File: src/rtl/axis_output_pipe_pkg.sv
// Shared constants and types for the conv-engine output pipe.
package axis_output_pipe_pkg;

    // Counter width for a ratio; never narrower than one bit.
    function automatic int calc_bits_ratio(input int ratio);
        int bits;
        bits = $clog2(ratio);
        return (bits < 1) ? 1 : bits;
    endfunction

    localparam int CORES                = 4;
    localparam int UNITS                = 8;
    localparam int WORD_WIDTH_ACC       = 32;
    localparam int M_DATA_WORDS         = 4;

    localparam int S_WORDS              = CORES * UNITS;
    localparam int RATIO                = S_WORDS / M_DATA_WORDS;
    localparam int BITS_RATIO           = calc_bits_ratio(RATIO);

    // Conv-output tuser flags.
    localparam int TUSER_WIDTH_CONV_OUT = 4;
    localparam int I_IS_CONFIG          = 0;

    // Full flag doubles as the state: either waiting for a beat or walking through one.
    typedef enum logic {
        ST_EMPTY    = 1'b0,
        ST_SHIFTING = 1'b1
    } pipe_state_e;

endpackage

File: src/rtl/axis_output_pipe.sv
// Serializes one wide conv-engine result beat into RATIO narrow AXI-Stream beats.
// The data register is loaded once per input beat and never shifts; a word-select
// mux driven by the beat counter picks the slice presented to the DMA.
module axis_output_pipe #(
    parameter int CORES                = axis_output_pipe_pkg::CORES,
    parameter int UNITS                = axis_output_pipe_pkg::UNITS,
    parameter int WORD_WIDTH_ACC       = axis_output_pipe_pkg::WORD_WIDTH_ACC,
    parameter int M_DATA_WORDS         = axis_output_pipe_pkg::M_DATA_WORDS,
    parameter int TUSER_WIDTH_CONV_OUT = axis_output_pipe_pkg::TUSER_WIDTH_CONV_OUT,
    parameter int I_IS_CONFIG          = axis_output_pipe_pkg::I_IS_CONFIG,
    localparam int S_WORDS             = CORES * UNITS,
    localparam int RATIO               = S_WORDS / M_DATA_WORDS,
    localparam int BITS_RATIO          = axis_output_pipe_pkg::calc_bits_ratio(RATIO)
) (
    input  logic                                     aclk,
    input  logic                                     aresetn,
    output logic [BITS_RATIO:0]                      debug_config,
    output logic                                     s_axis_tready,
    input  logic                                     s_axis_tvalid,
    input  logic                                     s_axis_tlast,
    input  logic [WORD_WIDTH_ACC*S_WORDS-1:0]        s_axis_tdata,
    input  logic [TUSER_WIDTH_CONV_OUT-1:0]          s_axis_tuser,
    input  logic                                     m_axis_tready,
    output logic                                     m_axis_tvalid,
    output logic                                     m_axis_tlast,
    output logic [WORD_WIDTH_ACC*M_DATA_WORDS-1:0]   m_axis_tdata,
    output logic [WORD_WIDTH_ACC*M_DATA_WORDS/8-1:0] m_axis_tkeep
);
    import axis_output_pipe_pkg::*;

    localparam int DATA_W = WORD_WIDTH_ACC * S_WORDS;
    localparam int BEAT_W = WORD_WIDTH_ACC * M_DATA_WORDS;
    localparam int KEEP_W = BEAT_W / 8;
    localparam logic [BITS_RATIO-1:0] LAST_CNT = BITS_RATIO'(RATIO - 1);
    localparam logic [BITS_RATIO-1:0] ZERO_CNT = {BITS_RATIO{1'b0}};

    pipe_state_e              state_q, state_d;
    logic [BITS_RATIO-1:0]    count_q, count_d;
    logic [DATA_W-1:0]        data_q, data_d;
    logic                     last_q, last_d;

    logic                     full_s;
    logic                     last_beat_s;
    logic                     out_hs_s;
    logic                     out_done_s;
    logic                     s_ready_s;
    logic                     s_in_s;
    logic                     data_in_s;
    logic [BEAT_W-1:0]        tdata_s;
    logic                     unused_tuser_s;

    // Handshake decode: tready from the DMA reaches only s_axis_tready.
    always_comb begin
        full_s         = (state_q == ST_SHIFTING);
        last_beat_s    = (count_q == LAST_CNT);
        out_hs_s       = full_s && m_axis_tready;
        out_done_s     = out_hs_s && last_beat_s;
        s_ready_s      = !full_s || out_done_s;
        s_in_s         = s_axis_tvalid && s_ready_s;
        data_in_s      = s_in_s && !s_axis_tuser[I_IS_CONFIG];
        unused_tuser_s = ^s_axis_tuser;
    end

    // Next state: load on a data beat (reload wins over drain), else drain or advance.
    always_comb begin
        state_d = state_q;
        count_d = count_q;
        data_d  = data_q;
        last_d  = last_q;
        if (data_in_s) begin
            state_d = ST_SHIFTING;
            count_d = ZERO_CNT;
            data_d  = s_axis_tdata;
            last_d  = s_axis_tlast;
        end else if (out_done_s) begin
            state_d = ST_EMPTY;
            count_d = ZERO_CNT;
        end else if (out_hs_s) begin
            count_d = count_q + BITS_RATIO'(1);
        end else begin
            count_d = count_q;
        end
    end

    // State, counter and beat storage; reset drops any partially sent beat.
    always_ff @(posedge aclk or negedge aresetn) begin
        if (!aresetn) begin
            state_q <= ST_EMPTY;
            count_q <= ZERO_CNT;
            data_q  <= {DATA_W{1'b0}};
            last_q  <= 1'b0;
        end else begin
            state_q <= state_d;
            count_q <= count_d;
            data_q  <= data_d;
            last_q  <= last_d;
        end
    end

    // Word-select mux: the counter picks which slice of the held beat goes out.
    always_comb begin
        tdata_s = {BEAT_W{1'b0}};
        for (int i = 0; i < RATIO; i++) begin
            tdata_s = (count_q == BITS_RATIO'(i)) ? data_q[i*BEAT_W +: BEAT_W] : tdata_s;
        end
    end

    assign s_axis_tready = s_ready_s;
    assign m_axis_tvalid = full_s;
    assign m_axis_tlast  = full_s && last_q && last_beat_s;
    assign m_axis_tdata  = tdata_s;
    assign m_axis_tkeep  = {KEEP_W{1'b1}};
    assign debug_config  = {full_s, count_q};

endmodule

File: config.mk
export PLATFORM = sky130hd
export DESIGN_NAME = axis_output_pipe
export DESIGN_NICKNAME = d
export VERILOG_FILES = /design/src/rtl/axis_output_pipe_pkg.sv /design/src/rtl/axis_output_pipe.sv
export SDC_FILE = /design/constraint.sdc
export NUM_CORES = 1
export LEC_CHECK = 0
export BUFFER_PORTS_ARGS = -buffer_cell sky130_fd_sc_hd__buf_2
export CAP_MARGIN = 40
export CORE_AREA = 2 2 456 458
export CTS_CLUSTER_SIZE = 25
export DETAILED_ROUTE_END_ITERATION = 16
export DIE_AREA = 0 0 458 460
export GPL_ROUTABILITY_DRIVEN = 0
export MAX_ROUTING_LAYER = met4
export PLACE_DENSITY = 0.45
export SLEW_MARGIN = 30
export SYNTH_ARGS = -nofsm -noshare
export SYNTH_HDL_FRONTEND = slang
export SYNTH_SLANG_ARGS = --single-unit
File: constraint.sdc
create_clock -name aclk -period 4.8 [get_ports aclk]
set_input_delay 0.96 -clock aclk [delete_from_list [all_inputs] [get_ports aclk]]
set_output_delay 0.96 -clock aclk [all_outputs]
set_load 0.02 [all_outputs]
# Word-level counts from Yosys, hierarchy flattened

Cells that the tools add are included.

Output and inout port bits: 151
Register bits after elaboration: 1029
Word-level logic and storage cells: 37
Input bits: 1033

Add/subtract/negate cells: 1
Eq/ne operators: 7
Muxes and demuxes: 13
Reduce and logical (&&, ||, !) cells: 12

Operators with widths:

| operator                                                              | count |
|---|---|
| 128-bit two-way mux                                                   | 8 |
| 3-bit equality test, second input constant                            | 4 |
| 3-bit two-way mux                                                     | 3 |
| 3-bit by 2-bit equality test with 1-bit output, second input constant | 2 |
| 1-bit logical AND                                                     | 6 |
| 3-bit by 1-bit adder with 3-bit output, second input constant         | 1 |
| 3-bit by 1-bit equality test with 1-bit output, second input constant | 1 |
| 3-bit zero test                                                       | 1 |
| 3-bit nonzero test                                                    | 1 |
| 1-bit zero test                                                       | 2 |
| 1-bit two-way mux                                                     | 2 |
| 2-bit nonzero test                                                    | 1 |
| 1-bit logical OR                                                      | 1 |

# Longest topological paths before layout

Gate-level depths: netlist of run 1.

Depth after elaboration: 9
Mapped depth: 10

# Least setup slack after synthesis of run 1

Ideal clock, no wire load.

Path kind: register to output
From: register count_q[2]
To: output port m_axis_tdata[76]
Data arrival time: 2.501 ns
Cell stages (with the launch flop): 11
Setup slack: 1.339 ns
Path buffers: 4
Path through: dfrtp_1 buf_2 inv_1 clkbuf_1 ha_1 or2_2 buf_2 clkbuf_1 a221oi_1 o22ai_1 a21oi_1

Longest elaborated chain between the ends: 9

Ends and longest elaborated chain:

| what                             | line                    | source |
|---|---|---|
| start, declared                  | axis_output_pipe.sv:38  | `logic [BITS_RATIO-1:0] count_q, count_d;` |
| start signal, assigned           | axis_output_pipe.sv:94  | `count_q <= count_d;` |
| 3-bit zero test                  | axis_output_pipe.sv:104 | `tdata_s = (count_q == BITS_RATIO'(i)) ? data_q[i*BEAT_W +: BEAT_W] : tdata_s;` |
| 128-bit two-way mux (7 in a row) | axis_output_pipe.sv:104 |  |
| 128-bit two-way mux (*)          | axis_output_pipe.sv:104 |  |
| end, declared                    | axis_output_pipe.sv:26  | `output logic [WORD_WIDTH_ACC*M_DATA_WORDS-1:0] m_axis_tdata,` |

Mark *: on every way between the ends. The rest lies on a longest branch, timed or not.

# Worst setup path after layout of run 1

From: register count_q[0]
To: output port m_axis_tdata[29]

Same word-level chain as after synthesis.

==> impl_metrics.toml, run 1 <==
[run_status]
outcome = "finished, final reports clean"

[synth]
synth_top_cell_area_share_pct = 53.44
yosysTopAreaCell = "dfrtp_1"
synthCells = 4404
yosys_register_bits = 1029
syn-cell-area_mm2 = 0.04819
synth.top_cells.by_area = "dfrtp_1, mux2_2, mux2_1, a21oi_1, nand2_1"
synth.avg_cell_area_um2 = 10.94
ys_types = 28
yosysWarningCount = 0
ys_seq_area_share_pct = 53.44

[critical_path]
startpoint_type = "register"
required_ns = 3.84
end_kind = "primary output"
path_max_fanout = 22
worst-setup-path-type = "register to primary output"
worst_ep_arrival_time_ns = 3.73

[cells_and_area]
multi_input_area_mm2 = 0.01973
final.fill_count = 21621
syn2layout_area_growth_pct = 29.78
layout-drive-gt1-share_pct = 36.63
final-seq-area_mm2 = 0.02575
fin_area_mm2 = 0.06254
layout_common_cells = "buf_2, dfrtp_1, nand2_1"
nNetsFinal = 6515
layout_commonest_cell = "buf_2"

[cts]
cts_tree = "yes"
root_buffer = "clkbuf_16"
cts_max_level = 4
clock_latency_ns = 0.77
cts_sinks = 1029
cts_buffers = 131
clkTransAtPathRegs_ns = 0.06
cts_buffer_depth = 3
cts_hold_buf = 0

[floorplan]
dieArea_mm2 = 0.2107
io_pins = 1184
core_mm2 = 0.2060
die-height_um = 460
die_w_um = 458
rows = 167
start_util_pct = 23.39

[timing]
timing.final.max_slew_violations = 0
period_needed_ns = 4.685
relSlewSlack_pct = 38.12
finalSetupTns_ns = 0
post-route-period-util_pct = 97.61
hold_viol_final = 0
fmax_ghz = 0.2134
rsz0062_at_grt = "yes"
fin_ws_ns = 0.1147
setup_violations = 0
fin_skew_ns = 0.02289
tightestPinTransition_ns = 0.9281

[power]
seqPwrFrac_pct = 32.4
irDropWorstVdd_uv = 422.3
powerDensity_mw_per_mm2 = 742.6
comb_power_share_pct = 45.6
leakagePower_nw = 27.80
finalPower_mw = 46.44
power.switching_mw = 19.58
intPower_mw = 26.86
swShare_pct = 42.16
clock_power_share_pct = 22.1

[placed_design]
dp_slack_ns = 0.5146
dp_hpwl_mm = 160.8
portBuffers = 1164
placed_area_mm2 = 0.05732

[drt]
wirelength_mm = 219.2
drtIter0Drc = 3087
wl_per_cell_um = 25.92
viasPerCell = 4.701
detail-route-antenna-nets = 0
remaining_drc_errors = 0
vias = 39754
first_pass_iters = 5

[global_route]
grt_max_degree = 120
grt_pass1_wl_mm = 304.9
grt_pass1_vias = 39967
grt_usage_pct = 20.78
antenna_found_initial = 202
overflow = 0

[flow_run]
cap_viol_max_count = 0

[hold_path]
hold_path.class = "primary input to async pin"
-- worst max-delay path, stage by stage, from the launching register on --
cell	delay, ns
dfrtp_1	0.46
ha_1	0.31
ha_4	0.22
or2_4	0.36
buf_12	0.22
buf_12	0.21
buf_4	0.17
a221oi_1	0.24
buf_4	0.19
o22ai_1	0.12
a21oi_1	0.18
buf_2	0.18
-- worst paths after layout --
kind | start | to | slack (ns) | cells after the start
worst max-delay path | count_q[0]$_DFFE_PN0P_ | m_axis_tdata[29] | 0.11 | 11
worst min-delay path | aresetn | data_q[913]$_DFFE_PN0P_ | 0.23 | 1
worst max register to register | count_q[2]$_DFFE_PN0P_ | data_q[93]$_DFFE_PN0P_ | 1.36 | 8
worst min register to register | data_q[949]$_DFFE_PN0P_ | data_q[949]$_DFFE_PN0P_ | 0.47 | 1
max in group asynchronous | aresetn | data_q[618]$_DFFE_PN0P_ | 3.23 | 2
min in group aclk | s_axis_tdata[279] | data_q[279]$_DFFE_PN0P_ | 0.39 | 3
-- final cells by class --
| cell class | instances | share of cell area (%) |
|---|---|---|
| well taps | 2704 | 5.410 |
| repair buffers | 1323 | 12.51 |
| clock inverters | 47 | 1.004 |
| inverters | 259 | 1.563 |
| clock buffers | 185 | 6.068 |
| multi-input cells | 2732 | 31.55 |
| flip-flops and latches | 1029 | 41.18 |
| diodes | 178 | 0.7123 |
-- cells by family (layout without fill, tap and decap cells) --
kind of cell             after synthesis  in the layout  share of synthesized area [%]
AO/OA/AOI/OAI                       1157           1157                          14.32
buffers and inverters                659           1814                          6.317
multiplexers                         769            769                          17.97
flip-flops                          1029           1029                          53.44
other                                  1            194                       0.007782
AND/OR/NAND/NOR                      783            784                          7.792
adder cells (fa/ha/maj)                6              6                         0.1558
-- Yosys cell counts --
master    instances
nor3_1            1
and3_1            1
or2_2             1
conb_1            1
and2_0            1
clkbuf_1        224
a31oi_1         114
buf_4            59
nand3b_1        128
o22ai_1         128
buf_2            81
a311oi_1          1
nand2b_1        130
a21oi_1         401
dfrtp_1        1029
o31ai_1         128
buf_6            33
a221oi_1        128
nand2_1         519
o21ai_0         256
nand3_1           1
mux2_2          469
buf_1             3
inv_1           259
a21oi_2           1
mux2_1          300
nor2_1            1
ha_1              6
-- sequential cells by signal, indices dropped and copies added, names as in the netlist --
signal,count
m_axis_tvalid,1
count_q,3
last_q,1
data_q,1024
-- per-layer routing --
layer | routed length [um] | part of all wire (%) | global-route usage [%] | up-vias
li1 | - | - | - | 17927
met5 | 0 | 0 | - | -
met2 | 97360 | 44 | 30.60 | 1481
met1 | 96080 | 44 | 26.97 | 19992
met3 | 18760 | 8.6 | 6.435 | 354
met4 | 7031 | 3.2 | 6.885 | 0
-- timing repair --
action,in CTS,in global routing
hold endpoints to repair,0,0
setup buffers,9,5
pin swaps,1,0
endpoints found under the setup margin,59,23
resized for setup,7,18
gates cloned,1,0
-- power by group through the flow --
stage / sequential [mW] / combinational (mW) / clock [mW]
global placement: 15.1 / 20.9 / 0
CTS: 15.0 / 21.4 / 10.6
detailed placement: 15.2 / 21.0 / 0
finish: 15.0 / 21.2 / 10.3
floorplan: 14.4 / 12.5 / 0
global route: 15.5 / 22.9 / 10.9
-- per-stage QoR --
step                utilization (%)  cells  hold slack (ns)
floorplan                         -   4419           0.4484
CTS                           30.07   8273           0.1990
global route                  30.32   8427           0.2284
global placement              27.82   8031           0.4584
detailed placement            27.82   8031           0.4658
finish                        30.35   8457           0.2347
Power figures use the tool's default switching activity.
==> inputs of run 2 (changes only) <==
==> constraint.sdc (replaced) <==
create_clock -name aclk -period 4.8 [get_ports aclk]
set_input_delay 0.96 -clock aclk [delete_from_list [all_inputs] [get_ports aclk]]
set_output_delay 0.96 -clock aclk [all_outputs]
set_load 0.01 [all_outputs]
==> run 2 against run 1 <==
  * First-iteration DRC count grew 5.5%
  * Die area did not move
  * Sequential cell count stayed put
  * Count of clock-buffer cells in the layout is 11 higher
  * Utilization down 0.21 points
  * Via count is 0.42% higher
  * Worst setup slack better by 0.016 ns
  * Critical path type unchanged
==> impl_metrics.toml, run 2 (synthesis results as in run 1) <==
[run_status]
outcome = "finished, final reports clean"

[drt]
first_pass_iters = 5
wirelength_mm = 217.8
drtIter0Drc = 3257
remaining_drc_errors = 0
vias = 39919
wl_per_cell_um = 25.82
detail-route-antenna-nets = 0
viasPerCell = 4.732

[timing]
timing.final.max_slew_violations = 0
fin_skew_ns = 0.03228
relSlewSlack_pct = 38.96
post-route-period-util_pct = 97.27
setup_violations = 0
rsz0062_at_grt = "no"
holdWs_ns = 0.06526
fmax_ghz = 0.2142
period_needed_ns = 4.669
hold_viol_final = 0
tightestPinTransition_ns = 0.9156

[cts]
clock_latency_ns = 0.78
cts_tree = "yes"
root_buffer = "clkbuf_16"
cts_buffers = 131
clkTransAtPathRegs_ns = 0.06
cts_hold_buf = 0
cts_buffer_depth = 3
cts_sinks = 1029
cts_max_level = 4

[critical_path]
worst-setup-path-type = "register to primary output"
required_ns = 3.84
path_cells = "inv_1, ha_4, buf_12, buf_12, a21oi_1, a221oi_1, o22ai_1, a21oi_1, buf_2"
r2r.worst_path.cells = 8
path_max_fanout = 33
worst_ep_arrival_time_ns = 3.71
end_kind = "primary output"
cpPeakStageDelay_ns = 0.66
slowest_stage = "a221oi_1"
startpoint_type = "register"

[hold_path]
hold_path.class = "primary input to async pin"

[cells_and_area]
final.fill_count = 21627
syn2layout_area_growth_pct = 28.88
layout.cells.non_filler = 8436
multi_input_area_mm2 = 0.01971
largest_reg_flops = 1024
layout_common_cells = "buf_2, dfrtp_1, nand2_1"
nNetsFinal = 6500
fin_area_mm2 = 0.06210
final-seq-area_mm2 = 0.02575
regMostFlops = "data_q"
final_core_util_pct = 30.14
biggestRegsByFlops = "data_q: 1024 flops, count_q: 3 flops"
layout_commonest_cell = "buf_2"
layout-drive-gt1-share_pct = 36.14

[power]
leakagePower_nw = 27.60
irDropWorstVdd_uv = 454.3
finalPower_mw = 44.68
powerDensity_mw_per_mm2 = 719.5

[global_route]
grt_pass1_wl_mm = 302.7
grt_max_degree = 192
overflow = 0
antenna_found_initial = 204
grt_usage_pct = 20.59
grt_pass1_vias = 39753

[floorplan]
dieArea_mm2 = 0.2107
rows = 167
die-height_um = 460
core_mm2 = 0.2060
start_util_pct = 23.39
io_pins = 1184
die_w_um = 458

[placed_design]
portBuffers = 1164
dp_hpwl_mm = 159.2
dp_cells = 8021
placed_area_mm2 = 0.05715

[flow_run]
cap_viol_max_count = 0
[run 2: cell types whose count changed in the layout (fill, tap and decap cells not counted), sizes merged, moves of 2 or more]
cell    change
clkinv     -11
clkbuf     +11
inv         -2
buf        -15
bufinv      -4
[run 2: stage by stage]
| stage | setup slack [ns] | setup TNS, ns |
|---|---|---|
| CTS | -0.0005378 | -0.0005378 |
| global placement | 0.3919 | 0 |
| global route | 0.0003588 | 0 |
| floorplan | 1.563 | 0 |
| finish | 0.1310 | 0 |
| detailed placement | 0.6053 | 0 |
[run 2: worst paths after layout]
path,from,endpoint,slack (ns)
max in group asynchronous,aresetn,data_q[193]$_DFFE_PN0P_,3.29
min,aresetn,data_q[154]$_DFFE_PN0P_,0.07
max reg2reg,count_q[0]$_DFFE_PN0P_,data_q[39]$_DFFE_PN0P_,1.26
min reg2reg,data_q[946]$_DFFE_PN0P_,data_q[946]$_DFFE_PN0P_,0.47
min in group aclk,s_axis_tdata[638],data_q[638]$_DFFE_PN0P_,0.38
max,count_q[1]$_DFFE_PN0P_,m_axis_tdata[123],0.13
[run 2: per-layer routing]
metal	part of all wire, %	vias up	global-route usage [%]
li1	-	17890	-
met1	43	20132	26.48
met2	45	1554	30.32
met3	9.0	343	6.865
met4	3.0	0	6.641
met5	0	-	-
[run 2: timing repair]
action / 4_1_cts / 5_1_grt
buffers inserted: 5 / 3
gates resized for setup: 7 / 12
endpoints found under the setup margin: 44 / 14
pin swaps: 1 / 1
cloned: 1 / 0
[run 2: critical path, delay by kind of cell, from the launching register on]
family                     cells  cell delay (ns)
AOI/OAI and AO/OA              4             1.31
buffers and inverters          4             0.85
DFF                            1             0.45
adders and majority gates      1             0.25
[run 2: layout make-up]
cell class                 instances  share of cell area (%)
multi-input combinational       2732                   31.74
tap                             2704                   5.448
inverter                         259                   1.573
timing repair buffer            1308                   12.21
sequential                      1029                   41.47
clock inverter                    29                  0.5601
antenna                          179                  0.7213
clock buffer                     196                   6.280
[run 2: power breakdown]
part | switching (mW) | total [mW] | internal, mW
sequential | 2.07 | 15.0 | 13.0
combinational | 12.1 | 19.7 | 7.66
clock | 4.09 | 9.92 | 5.83
